$ cat config.mk
export PLATFORM = sky130hd
export DESIGN_NAME = multicycle_ctrl
export DESIGN_NICKNAME = d
export VERILOG_FILES = /design/src/rtl/multicycle_ctrl_pkg.sv /design/src/rtl/multicycle_ctrl_mem_watchdog.sv /design/src/rtl/multicycle_ctrl.sv
export SDC_FILE = /design/constraint.sdc
export NUM_CORES = 1
export LEC_CHECK = 0
export ABC_AREA = 1
export CAP_MARGIN = 0
export CORE_ASPECT_RATIO = 0.5
export CORE_MARGIN = 8
export CORE_UTILIZATION = 55
export CTS_CLUSTER_DIAMETER = 80
export CTS_CLUSTER_SIZE = 14
export DETAILED_ROUTE_END_ITERATION = 7
export DONT_BUFFER_PORTS = 1
export GPL_TIMING_DRIVEN = 1
export HOLD_SLACK_MARGIN = 0.05
export PLACE_DENSITY = 0.8
export SYNTH_ARGS = -nofsm -noshare
export SYNTH_HDL_FRONTEND = slang
export SYNTH_HIERARCHICAL = 1
export SYNTH_SLANG_ARGS = --single-unit
$ cat constraint.sdc
create_clock -name clk -period 1.7 [get_ports clk]
set_input_delay 0.34 -clock clk [delete_from_list [all_inputs] [get_ports clk]]
set_output_delay 0.34 -clock clk [all_outputs]
set_load 0.05 [all_outputs]
$ cat src/rtl/multicycle_ctrl_pkg.sv
// -----------------------------------------------------------------------------
// multicycle_ctrl_pkg
// Shared definitions for the multi-cycle datapath controller:
//   - ctrl_state_t : 4-bit FSM state encoding
//   - OP_*         : 6-bit opcode values taken from IR[31:26]
//   - ALUOP_*, ALUB_*, PCSRC_* : datapath select codes
//   - HC_*         : halt cause codes
//   - is_mem_wait_state() : states that wait on mem_ready
// -----------------------------------------------------------------------------
package multicycle_ctrl_pkg;

    typedef enum logic [3:0] {
        IDLE   = 4'd0,
        FETCH  = 4'd1,
        DECODE = 4'd2,
        MEMADR = 4'd3,
        MEMRD  = 4'd4,
        MEMWB  = 4'd5,
        MEMWR  = 4'd6,
        EXEC   = 4'd7,
        ALUWB  = 4'd8,
        BRANCH = 4'd9,
        JUMP   = 4'd10,
        ADDIEX = 4'd11,
        ADDIWB = 4'd12,
        HALT   = 4'd13
    } ctrl_state_t;

    localparam logic [5:0] OP_RTYPE = 6'b000000;
    localparam logic [5:0] OP_LW    = 6'b100011;
    localparam logic [5:0] OP_SW    = 6'b101011;
    localparam logic [5:0] OP_BEQ   = 6'b000100;
    localparam logic [5:0] OP_J     = 6'b000010;
    localparam logic [5:0] OP_ADDI  = 6'b001000;

    localparam logic [1:0] ALUOP_ADD   = 2'b00;
    localparam logic [1:0] ALUOP_SUB   = 2'b01;
    localparam logic [1:0] ALUOP_FUNCT = 2'b10;

    localparam logic [1:0] ALUB_REG     = 2'b00;
    localparam logic [1:0] ALUB_FOUR    = 2'b01;
    localparam logic [1:0] ALUB_IMM     = 2'b10;
    localparam logic [1:0] ALUB_IMM_SH2 = 2'b11;

    localparam logic [1:0] PCSRC_ALU    = 2'b00;
    localparam logic [1:0] PCSRC_ALUOUT = 2'b01;
    localparam logic [1:0] PCSRC_JUMP   = 2'b10;

    localparam logic [1:0] HC_NONE    = 2'b00;
    localparam logic [1:0] HC_ILLEGAL = 2'b01;
    localparam logic [1:0] HC_TIMEOUT = 2'b10;

    // States in which the FSM stalls on the memory handshake.
    function automatic logic is_mem_wait_state(input ctrl_state_t s);
        return (s == FETCH) || (s == MEMRD) || (s == MEMWR);
    endfunction

endpackage

$ cat src/rtl/multicycle_ctrl_mem_watchdog.sv
// -----------------------------------------------------------------------------
// mem_watchdog
// Counts consecutive stalled memory cycles and flags a timeout.
//   clk, rst   : clock, asynchronous active-low reset
//   active     : FSM is in a state that waits on mem_ready
//   mem_ready  : memory access completes this cycle
//   timeout    : this is stall cycle number MEM_TIMEOUT and memory is still
//                not ready (combinational); never set when MEM_TIMEOUT == 0
// -----------------------------------------------------------------------------
module mem_watchdog #(
    parameter int unsigned MEM_TIMEOUT = 16
) (
    input  logic clk,
    input  logic rst,
    input  logic active,
    input  logic mem_ready,
    output logic timeout
);

    localparam int unsigned CW = (MEM_TIMEOUT < 2) ? 1 : $clog2(MEM_TIMEOUT);
    localparam logic [CW-1:0] LAST = CW'(MEM_TIMEOUT - 1);

    logic [CW-1:0] wait_cnt;
    logic          waiting;

    assign waiting = active & ~mem_ready;

    // wait_cnt holds the number of stall cycles already completed, so the
    // current stall cycle is number wait_cnt+1. It saturates at LAST because
    // the FSM leaves the waiting state on the same edge.
    always_ff @(posedge clk or negedge rst) begin
        if (!rst) begin
            wait_cnt <= '0;
        end else if (!waiting) begin
            wait_cnt <= '0;
        end else if (wait_cnt != LAST) begin
            wait_cnt <= wait_cnt + 1'b1;
        end
    end

    assign timeout = (MEM_TIMEOUT != 0) && waiting && (wait_cnt == LAST);

endmodule

$ cat src/rtl/multicycle_ctrl.sv
// -----------------------------------------------------------------------------
// multicycle_ctrl
// Moore control FSM for a multi-cycle MIPS-style datapath.
//   clk, rst        : clock, asynchronous active-low reset
//   en              : run enable, sampled in IDLE and in final states only
//   opcode          : IR[31:26]
//   mem_ready       : memory access completes this cycle
//   pc_write .. pc_source : datapath control strobes and selects
//   instr_done      : one-cycle pulse in the final cycle of an instruction
//   retired         : retired-instruction count (wraps)
//   halted          : FSM is in HALT
//   halt_cause      : 00 none, 01 illegal opcode, 10 memory timeout
//   state_dbg       : current FSM state
//
// Memory handshake: in FETCH, MEMRD and MEMWR the request strobes (mem_read
// or mem_write) are held for as long as the FSM stays in that state; the
// access is complete in the cycle where mem_ready=1 and the FSM moves on at
// the following edge. mem_ready is ignored in every other state.
// -----------------------------------------------------------------------------
module multicycle_ctrl
    import multicycle_ctrl_pkg::*;
#(
    parameter int unsigned CNT_W       = 32,
    parameter int unsigned MEM_TIMEOUT = 16
) (
    input  logic             clk,
    input  logic             rst,
    input  logic             en,
    input  logic [5:0]       opcode,
    input  logic             mem_ready,
    output logic             pc_write,
    output logic             pc_write_cond,
    output logic             iord,
    output logic             mem_read,
    output logic             mem_write,
    output logic             ir_write,
    output logic             mem_to_reg,
    output logic             reg_dst,
    output logic             reg_write,
    output logic             alu_src_a,
    output logic [1:0]       alu_src_b,
    output logic [1:0]       alu_op,
    output logic [1:0]       pc_source,
    output logic             instr_done,
    output logic [CNT_W-1:0] retired,
    output logic             halted,
    output logic [1:0]       halt_cause,
    output ctrl_state_t      state_dbg
);

    ctrl_state_t state, next_state;
    logic [1:0]  cause_next;
    logic        retire;
    logic        timeout;

    mem_watchdog #(
        .MEM_TIMEOUT (MEM_TIMEOUT)
    ) u_watchdog (
        .clk       (clk),
        .rst       (rst),
        .active    (is_mem_wait_state(state)),
        .mem_ready (mem_ready),
        .timeout   (timeout)
    );

    always_ff @(posedge clk or negedge rst) begin
        if (!rst) begin
            state      <= IDLE;
            halt_cause <= HC_NONE;
            retired    <= '0;
        end else begin
            state      <= next_state;
            halt_cause <= cause_next;
            if (retire) begin
                retired <= retired + CNT_W'(1);
            end
        end
    end

    always_comb begin
        next_state    = state;
        cause_next    = halt_cause;
        retire        = 1'b0;
        pc_write      = 1'b0;
        pc_write_cond = 1'b0;
        iord          = 1'b0;
        mem_read      = 1'b0;
        mem_write     = 1'b0;
        ir_write      = 1'b0;
        mem_to_reg    = 1'b0;
        reg_dst       = 1'b0;
        reg_write     = 1'b0;
        alu_src_a     = 1'b0;
        alu_src_b     = ALUB_REG;
        alu_op        = ALUOP_ADD;
        pc_source     = PCSRC_ALU;

        case (state)
            IDLE: begin
                if (en) next_state = FETCH;
            end
            FETCH: begin
                // PC+4 is computed every fetch cycle but only committed,
                // together with the IR load, when the word arrives.
                mem_read  = 1'b1;
                alu_src_b = ALUB_FOUR;
                ir_write  = mem_ready;
                pc_write  = mem_ready;
                if (mem_ready) begin
                    next_state = DECODE;
                end else if (timeout) begin
                    next_state = HALT;
                    cause_next = HC_TIMEOUT;
                end
            end
            DECODE: begin
                // Branch target precompute: PC + (imm << 2).
                alu_src_b = ALUB_IMM_SH2;
                case (opcode)
                    OP_RTYPE:     next_state = EXEC;
                    OP_LW, OP_SW: next_state = MEMADR;
                    OP_BEQ:       next_state = BRANCH;
                    OP_J:         next_state = JUMP;
                    OP_ADDI:      next_state = ADDIEX;
                    default: begin
                        next_state = HALT;
                        cause_next = HC_ILLEGAL;
                    end
                endcase
            end
            MEMADR: begin
                alu_src_a  = 1'b1;
                alu_src_b  = ALUB_IMM;
                // Only lw and sw reach here, so anything but lw is a store.
                next_state = (opcode == OP_LW) ? MEMRD : MEMWR;
            end
            MEMRD: begin
                mem_read = 1'b1;
                iord     = 1'b1;
                if (mem_ready) begin
                    next_state = MEMWB;
                end else if (timeout) begin
                    next_state = HALT;
                    cause_next = HC_TIMEOUT;
                end
            end
            MEMWB: begin
                reg_write  = 1'b1;
                mem_to_reg = 1'b1;
                retire     = 1'b1;
            end
            MEMWR: begin
                mem_write = 1'b1;
                iord      = 1'b1;
                if (mem_ready) begin
                    retire = 1'b1;
                end else if (timeout) begin
                    next_state = HALT;
                    cause_next = HC_TIMEOUT;
                end
            end
            EXEC: begin
                alu_src_a  = 1'b1;
                alu_op     = ALUOP_FUNCT;
                next_state = ALUWB;
            end
            ALUWB: begin
                reg_write = 1'b1;
                reg_dst   = 1'b1;
                retire    = 1'b1;
            end
            BRANCH: begin
                alu_src_a     = 1'b1;
                alu_op        = ALUOP_SUB;
                pc_write_cond = 1'b1;
                pc_source     = PCSRC_ALUOUT;
                retire        = 1'b1;
            end
            JUMP: begin
                pc_write  = 1'b1;
                pc_source = PCSRC_JUMP;
                retire    = 1'b1;
            end
            ADDIEX: begin
                alu_src_a  = 1'b1;
                alu_src_b  = ALUB_IMM;
                next_state = ADDIWB;
            end
            ADDIWB: begin
                reg_write = 1'b1;
                retire    = 1'b1;
            end
            HALT: begin
                next_state = HALT;
            end
            default: begin
                next_state = IDLE;
            end
        endcase

        // Every final state shares the same exit: en is only looked at here
        // and in IDLE, so an instruction in flight always completes.
        if (retire) begin
            next_state = en ? FETCH : IDLE;
        end
    end

    assign instr_done = retire;
    assign halted     = (state == HALT);
    assign state_dbg  = state;

endmodule

# Yosys cells after proc, flatten, opt, wreduce, memory -nomap -nowiden
# Cells that the tools add are included.
[op_classes] shift=0 div=0 n_reduce_logical=17 mul=0 add_sub_neg=2 order_cmp=0 n_eq_ne=27 bitwise_logic=2 n_mux=31
[ops] operator="one-hot mux 4 bit (10 select lines)" n=1
[ops] operator="adder 32 x 1 -> 32 bit, second input constant" n=1
[ops] operator="two-way mux 4 bit" n=8
[ops] operator="== test 4 bit, second input constant" n=7
[ops] operator="one-hot mux 4 bit (5 select lines)" n=1
[ops] operator="== test 4 x 3 -> 1 bit, second input constant" n=4
[ops] operator="== test 6 bit, second input constant" n=2
[ops] operator="one-hot mux 2 bit (2 select lines)" n=3
[ops] operator="two-way mux 1 bit" n=11
[ops] operator="== test 4 x 2 -> 1 bit, second input constant" n=2
[ops] operator="two-way mux 2 bit" n=4
[ops] operator="OR reduction 2 bit" n=4
[ops] operator="== test 6 x 2 -> 1 bit, second input constant" n=1
[ops] operator="== test 6 x 3 -> 1 bit, second input constant" n=1
[ops] operator="== test 6 x 4 -> 1 bit, second input constant" n=1
[ops] operator="zero test 6 bit" n=1
[ops] operator="!= test 2 bit, second input constant" n=3
[ops] operator="!= test 3 bit, second input constant" n=2
[ops] operator="one-hot mux 2 bit (3 select lines)" n=1
[ops] operator="OR reduction 3 bit" n=2
[ops] operator="OR reduction 6 bit" n=1
[ops] operator="OR reduction 5 bit" n=1
[ops] operator="adder 4 x 1 -> 4 bit, second input constant" n=1
[ops] operator="== test 4 x 1 -> 1 bit, second input constant" n=1
[ops] operator="other kinds (12)" n=15
[totals] inputBits=10 ff_bits=42 n_memories=0 ram_bits=0 rom_bits=0 latchBits=0 elab_cells=83 out_inout_bits=56

# Depth between registers and ports, before layout
# Gate-level depths: netlist of run 1.
[logic_depth] word_depth=9 depth_mapped=13 mapped_depth_nobuf=13

# Modules after synthesis
# The synthesis of run 1 kept the hierarchy.
[modules_own_cells] module="multicycle_ctrl" seq_area_each_um2=950.9 area_per_inst_um2=2792.7 instances=1 cells_per_inst=454
[modules_own_cells] module="mem_watchdog" seq_area_each_um2=100.1 area_per_inst_um2=224.0 instances=1 cells_per_inst=29

# Worst setup path after synthesis of run 1
# No wires, ideal clock.
[synth_path] path_type="register to output" startpoint="reg state[3] (netlist: state_dbg[3])" endpoint="out alu_op[0]" stages_incl_launch_ff=6 required_ns=1.360 setup_slack_ns=-0.763 n_path_buf=1 arrival_ns=2.123 path_cell_list="dfrtp_1 inv_2 nor2_1 inv_1 nor2_1 buf_4"
[synth_between] elab_chain_cells=2 word_cells_on_any_way=3 cone_classes="2 x eq/ne; 1 x mux"
[synth_rtl] item="start, declared" line_no="multicycle_ctrl.sv:51" rtl="ctrl_state_t state, next_state;"
[synth_rtl] item="start signal, assigned" line_no="multicycle_ctrl.sv:72" rtl="state <= next_state;"
[synth_rtl] item="== test 4 bit or == test 4 x 3 -> 1 bit (tied branches)" line_no="multicycle_ctrl.sv:98" rtl="case (state)"
[synth_rtl] item="one-hot mux 2 bit (2 select lines) *" line_no="multicycle_ctrl.sv:98"
[synth_rtl] item="end, declared" line_no="multicycle_ctrl.sv:42" rtl="output logic [1:0] alu_op,"
# Mark *: on every way between the ends. The rest lies on a longest branch, timed or not.

# Worst setup path after layout of run 1
# Same ends and word-level chain as after synthesis.

==> run_results.csv, run 1 <==
group,metric,value,unit
status,status,"finished, violations left",
status,failed_checks,"negative setup slack",
logic_synthesis,ys_types,26,
drt,vias_per_cell,5.458,
critical_path,crit_fanout,7,
timing,holdWs,173.2,ps
power,power-per-cell-area,1298,nW/um^2
critical_path,worstPathRequired,1360,ps
floorplanning,die_w,120.7,um
timing,tns,-2177,ps
drt,ant_nets,0,
drt,vias,3493,
logic_synthesis,yosys_warnings,6,
placement,dpl.hpwl,6.748,mm
critical_path,cp_num_buf_inv,4,
critical_path,worstSetupPathType,"reg2out",
timing,timing.final.crit_share,110.8,%
critical_path,cp_top_family,"buffers and inverters",
layout,instances_no_fill,640,
clock_tree,h-tree-depth,2,
placement,dpl_cell_area,3750,sq um
layout,diodes,0,
timing,maxSlewHeadroom,62.76,%
timing,fin_skew,7.884,ps
timing,setup_violations,32,
clock_tree,clock-root-buffer,"clkbuf_8",
clock_tree,cts_tree,"done",
grt,grt_pass1_wl,14.77,mm
logic_synthesis,synth_nets,495,
timing,fin_crit,1883,ps
layout,mostFrequentLayoutCells,"nand2_1, nor2_1, buf_4",
grt,met2_usage,41.65,%
floorplanning,core_area,5396,sq um
layout,post-route-cell-area,4227,sq um
placement,io_buffers,0,
grt,met3_usage,5.021,%
drt,first_pass_iters,6,
critical_path,critPathSlowestCell,"dfrtp_2",
floorplanning,start_util,55.90,%
floorplanning,rows,19,
timing,fmax,531.0,MHz
placement,finalWeightedCongestion,0.9210,
grt,use_met1,26.28,%
clock_tree,clock-sinks,42,
clock_tree,clk_latency,290,ps
grt,grt_max_degree,43,
clock_tree,clk_pin_slew,80,ps
clock_tree,clockBufferDepth,2,
logic_synthesis,syn_area,3017,sq um
critical_path,worstPathArrival,1540,ps
logic_synthesis,yosysSeqAreaShare,34.84,%
layout,layout_commonest_cell,"nand2_1",
hold_path,hold_path.class,"in2reg",
floorplanning,die_h,68.37,um
power,max-vdd-ir-drop,1161,uV
grt,grt_pass1_vias,3184,
timing,setup_slack,-183.2,ps
clock_tree,numCtsBuffers,5,
drt,wire_per_inst,15.98,um
critical_path,slowest_delay,430,ps
floorplanning,ios,66,
logic_synthesis,ys_ff_latch,42,
critical_path,path_common_cell,"nor2_4",
timing,final_hold_viol_count,0,
drt,drt_iter0_drc,419,
critical_path,critPathCaptureType,"output port",
timing,drv_slew,0,
grt,grt-ovfl-total,0,
job,drv_cap,0,
logic_synthesis,synth_cells,483,
power,leakage,2.031,nW
drt,drc_errors,0,
floorplanning,die_area,8255,sq um
logic_synthesis,syn_avg_cell_area,6.246,sq um
critical_path,worstPathCellList,"clkinv_4 -> nor2_4 -> buf_6 -> inv_6 -> nor2_4 -> buf_12",
drt,routed_wl,10.23,mm
grt,antenna_found_initial,0,
layout,syn_to_final_growth,40.11,%
timing,grt_setup_unrepaired,"true",
timing,worst_pin_slew,552.7,ps
layout,nets,578,
grt,top_usage_layer,"met2",
layout,drive_above_1_share,26.46,%
grt,grt_use_total,22.35,%
critical_path,start_kind,"register",
placement,dp.cells,613,
[sequential cells by signal (all words and copies together) (netlist names)]
name and cells:
halt_cause 2, retired 32, state_dbg 4, u_watchdog/wait_cnt 4
[routing by layer]
| metal | wire length (um) | part of all wire [%] | vias to the layer above |
|---|---|---|---|
| met4 | 251 | 2.5 | 0 |
| li1 | - | - | 1665 |
| met3 | 851 | 8.3 | 26 |
| met5 | 0 | 0 | - |
| met2 | 5039 | 49 | 187 |
| met1 | 4082 | 40 | 1615 |
[metrics by stage]
step                power (mW)  setup WS [ps]  util [%]
floorplan                3.226         -155.7         -
global placement         4.045          3.914     69.49
detailed placement       4.085         -93.37     69.49
CTS                      5.048         -71.42     74.82
global route             5.745         -225.8     78.32
finish                   5.487         -183.2     78.32
[logic make-up after synthesis]
family | Yosys count | share of synthesized area (%)
adders and majority gates | 2 | 0.8294
DFF | 42 | 34.84
buffers and inverters | 53 | 7.714
xor gates and xnor gates | 13 | 3.774
AOI/OAI and AO/OA | 17 | 3.028
and+or+nand+nor | 356 | 49.81
[repair_timing]
action / CTS / global route
resized for setup: 28 / 37
hold buffers: 2 / 0
buffers inserted: 9 / 8
pin swaps: 10 / 10
endpoints found under the setup margin: 38 / 36
endpoints found under the hold margin: 42 / 0
[synth_stat cells]
master | number | area [sq um]
nor2_1 | 84 | 315.3
nor4_1 | 1 | 6.260
xor2_1 | 5 | 43.79
nand3_1 | 29 | 145.1
buf_6 | 3 | 33.78
nand3_4 | 1 | 17.52
dfrtp_1 | 42 | 1051
inv_2 | 3 | 11.26
xnor2_1 | 8 | 70.07
o22ai_1 | 3 | 18.77
nor2_4 | 3 | 33.78
nor3_1 | 5 | 25.02
buf_2 | 3 | 15.01
or2_2 | 1 | 6.260
nor2_2 | 6 | 37.54
o21ai_0 | 8 | 40.04
ha_1 | 2 | 25.02
nand2_2 | 5 | 31.28
inv_1 | 42 | 157.7
nand3b_1 | 11 | 82.58
nand2_1 | 206 | 773.2
nand4_1 | 3 | 18.77
o21bai_1 | 1 | 7.510
a21oi_1 | 5 | 25.02
nand3_2 | 1 | 10.01
buf_4 | 2 | 15.01
[cell type report]
cell class	instances	area [sq um]
repair buffers	84	858.3
multi-input cells	388	1939
well taps	73	91.34
fillers	385	1170
flip-flops and latches	42	1057
inverters	45	200.2
clock buffers	8	80.08
[path summary, 6_finish.rpt]
| kind | start | end | slack, ps | depth (start not counted) |
|---|---|---|---|---|
| max | state_dbg[3] | alu_op[0] | -180 | 6 |
| min | en | state_dbg[0] | 170 | 2 |
| max reg2reg | state_dbg[0] | retired[23] | -100 | 11 |
| min reg2reg | u_watchdog/wait_cnt[1] | u_watchdog/wait_cnt[1] | 530 | 2 |
| max in group asynchronous | rst | state_dbg[0] | 970 | 2 |
| min in group asynchronous | rst | retired[21] | 500 | 2 |
[where the power goes]
group / internal, mW / switching, mW / leakage [nW]
Sequential: 1.15 / 0.293 / 0.559
Combinational: 1.30 / 2.11 / 1.43
Clock: 0.293 / 0.345 / 0.0395
Total: 2.74 / 2.74 / 2.03
(Power assumes the default switching activity.)
==> run 2, diff against run 1 <==
--- a/config.mk
+++ b/config.mk
@@ -10,5 +10,5 @@
 export CORE_ASPECT_RATIO = 0.5
 export CORE_MARGIN = 8
-export CORE_UTILIZATION = 55
+export CORE_UTILIZATION = 50
 export CTS_CLUSTER_DIAMETER = 80
 export CTS_CLUSTER_SIZE = 14
@@ -17,5 +17,5 @@
 export GPL_TIMING_DRIVEN = 1
 export HOLD_SLACK_MARGIN = 0.05
-export PLACE_DENSITY = 0.8
+export PLACE_DENSITY = 0.75
 export SYNTH_ARGS = -nofsm -noshare
 export SYNTH_HDL_FRONTEND = slang
==> constraint.sdc (replaced) <==
create_clock -name clk -period 1.7 [get_ports clk]
set_input_delay 0.34 -clock clk [delete_from_list [all_inputs] [get_ports clk]]
set_output_delay 0.34 -clock clk [all_outputs]
set_load 0.02 [all_outputs]
==> run_results.csv, run 2 (synthesized netlist as in run 1, its figures left out) <==
group,metric,value,unit
status,status,"finished, violations left",
status,failed_checks,"negative setup slack",
floorplanning,ios,66,
grt,grt-ovfl-total,0,
clock_tree,numCtsBuffers,5,
layout,mostFrequentLayoutCells,"nand2_1, nor2_1, buf_4",
hold_path,whs_path_depth,2,
layout,multi_input_area,1842,sq um
placement,finalWeightedCongestion,0.9148,
timing,setup_slack,-62.56,ps
power,power_frac_seq,29.8,%
floorplanning,die_h,70.93,um
drt,vias_per_cell,5.144,
floorplanning,die_w,125.8,um
timing,fin_crit,1763,ps
timing,timing.final.crit_share,103.7,%
power,leakage,1.926,nW
timing,worst_pin_slew,477.4,ps
power,combPwrFrac,49.1,%
layout,post-route-cell-area,3919,sq um
layout,ff_latch_area,1055,sq um
critical_path,worstSetupPathType,"reg2out",
layout,diodes,0,
clock_tree,clock-sinks,42,
drt,routed_wl,8.573,mm
drt,drc_errors,0,
layout,fin_util,65.80,%
drt,vias,3246,
layout,instances_no_fill,631,
timing,fin_skew,8.160,ps
layout,layout_commonest_cell,"nand2_1",
layout,syn_to_final_growth,29.90,%
grt,antenna_found_initial,0,
timing,setup_violations,7,
power,p_sw,1.960,mW
layout,nets,565,
floorplanning,rows,20,
power,clock_power_share,21.1,%
critical_path,worstPathRequired,1360,ps
critical_path,critPathCaptureType,"output port",
floorplanning,start_util,50.65,%
placement,dpl_cell_area,3532,sq um
floorplanning,die_area,8926,sq um
power,finalPower,4.605,mW
timing,drv_slew,0,
clock_tree,h-tree-depth,2,
grt,grt_pass1_wl,14.25,mm
placement,dpl.hpwl,6.460,mm
hold_path,hold_path.class,"in2reg",
grt,grt_max_degree,43,
clock_tree,clk_latency,290,ps
layout,drive_above_1_share,22.92,%
timing,maxSlewHeadroom,67.83,%
placement,io_buffers,0,
clock_tree,clk_pin_slew,60,ps
drt,wire_per_inst,13.59,um
layout,largest_reg_flops,32,
clock_tree,clockBufferDepth,2,
layout,largest_register,"retired",
power,max-vdd-ir-drop,704.8,uV
layout,nFillCells,519,
floorplanning,core_area,5956,sq um
power,power-per-cell-area,1175,nW/um^2
placement,dp.cells,612,
grt,grt_use_total,19.41,%
critical_path,start_kind,"register",
clock_tree,clock-root-buffer,"clkbuf_16",
critical_path,r2r_cells,12,
power,intPower,2.645,mW
timing,grt_setup_unrepaired,"true",
timing,fmax,567.4,MHz
timing,holdWs,184.4,ps
job,drv_cap,0,
critical_path,crit_fanout,3,
placement,dp_slack,-22.15,ps
power,switching_share,42.57,%
timing,final_hold_viol_count,0,
drt,first_pass_iters,5,
grt,grt_pass1_vias,3083,
drt,drt_iter0_drc,185,
clock_tree,cts_tree,"done",
timing,tns,-218.0,ps
critical_path,worstPathArrival,1420,ps
drt,ant_nets,0,
run 2: cell type report:
type	instances	area share (%)
timing repair buffer	71	15.26
tap	77	2.458
inverter	45	4.502
sequential	42	26.92
clock buffer	6	3.544
multi-input combinational	388	47.00
clock inverter	2	0.3193
run 2: critical path, stage by stage, from the launching register on:
cell and delay, ps:
dfrtp_1 430, buf_6 150, nor2_4 100, nand2_2 80, buf_6 130, o22ai_4 100
buf_6 140
run 2: path summary, 6_finish.rpt:
path                                           to  slack (ps)              startpoint
hold / removal                       state_dbg[0]         180                      en
setup / recovery                         pc_write         -60            state_dbg[3]
hold reg to reg            u_watchdog/wait_cnt[1]         510  u_watchdog/wait_cnt[1]
min in group asynchronous              retired[4]         550                     rst
max in group asynchronous            state_dbg[2]         930                     rst
setup reg to reg                     state_dbg[3]          70            state_dbg[3]
run 2: repair_timing:
action | 4_1_cts | 5_1_grt
gates resized for setup | 19 | 24
endpoints found under the setup margin | 15 | 44
pin swaps | 4 | 7
cloned | 0 | 0
hold buffers | 2 | 0
setup buffers | 3 | 6
hold endpoints to repair | 42 | 0
run 2: per-layer routing:
layer  routed length (um)  share of wire [%]  global-route usage (%)  vias to the layer above
met1                 3623                 42                   22.22                     1473
li1                     -                  -                       -                     1640
met2                 3928                 46                   33.71                      116
met3                  847                9.9                   6.447                       17
met4                  174                2.0                   6.605                        0
met5                    0                  0                       0                        -
run 2: power by group through the flow:
stage / sequential [mW] / clock [mW] / combinational [mW]
after floorplan: 1.48 / 0 / 1.13
final: 1.37 / 0.974 / 2.26
after global placement: 1.36 / 0 / 1.92
after CTS: 1.36 / 1.00 / 2.08
after global routing: 1.40 / 1.03 / 2.45
after detailed placement: 1.36 / 0 / 1.93
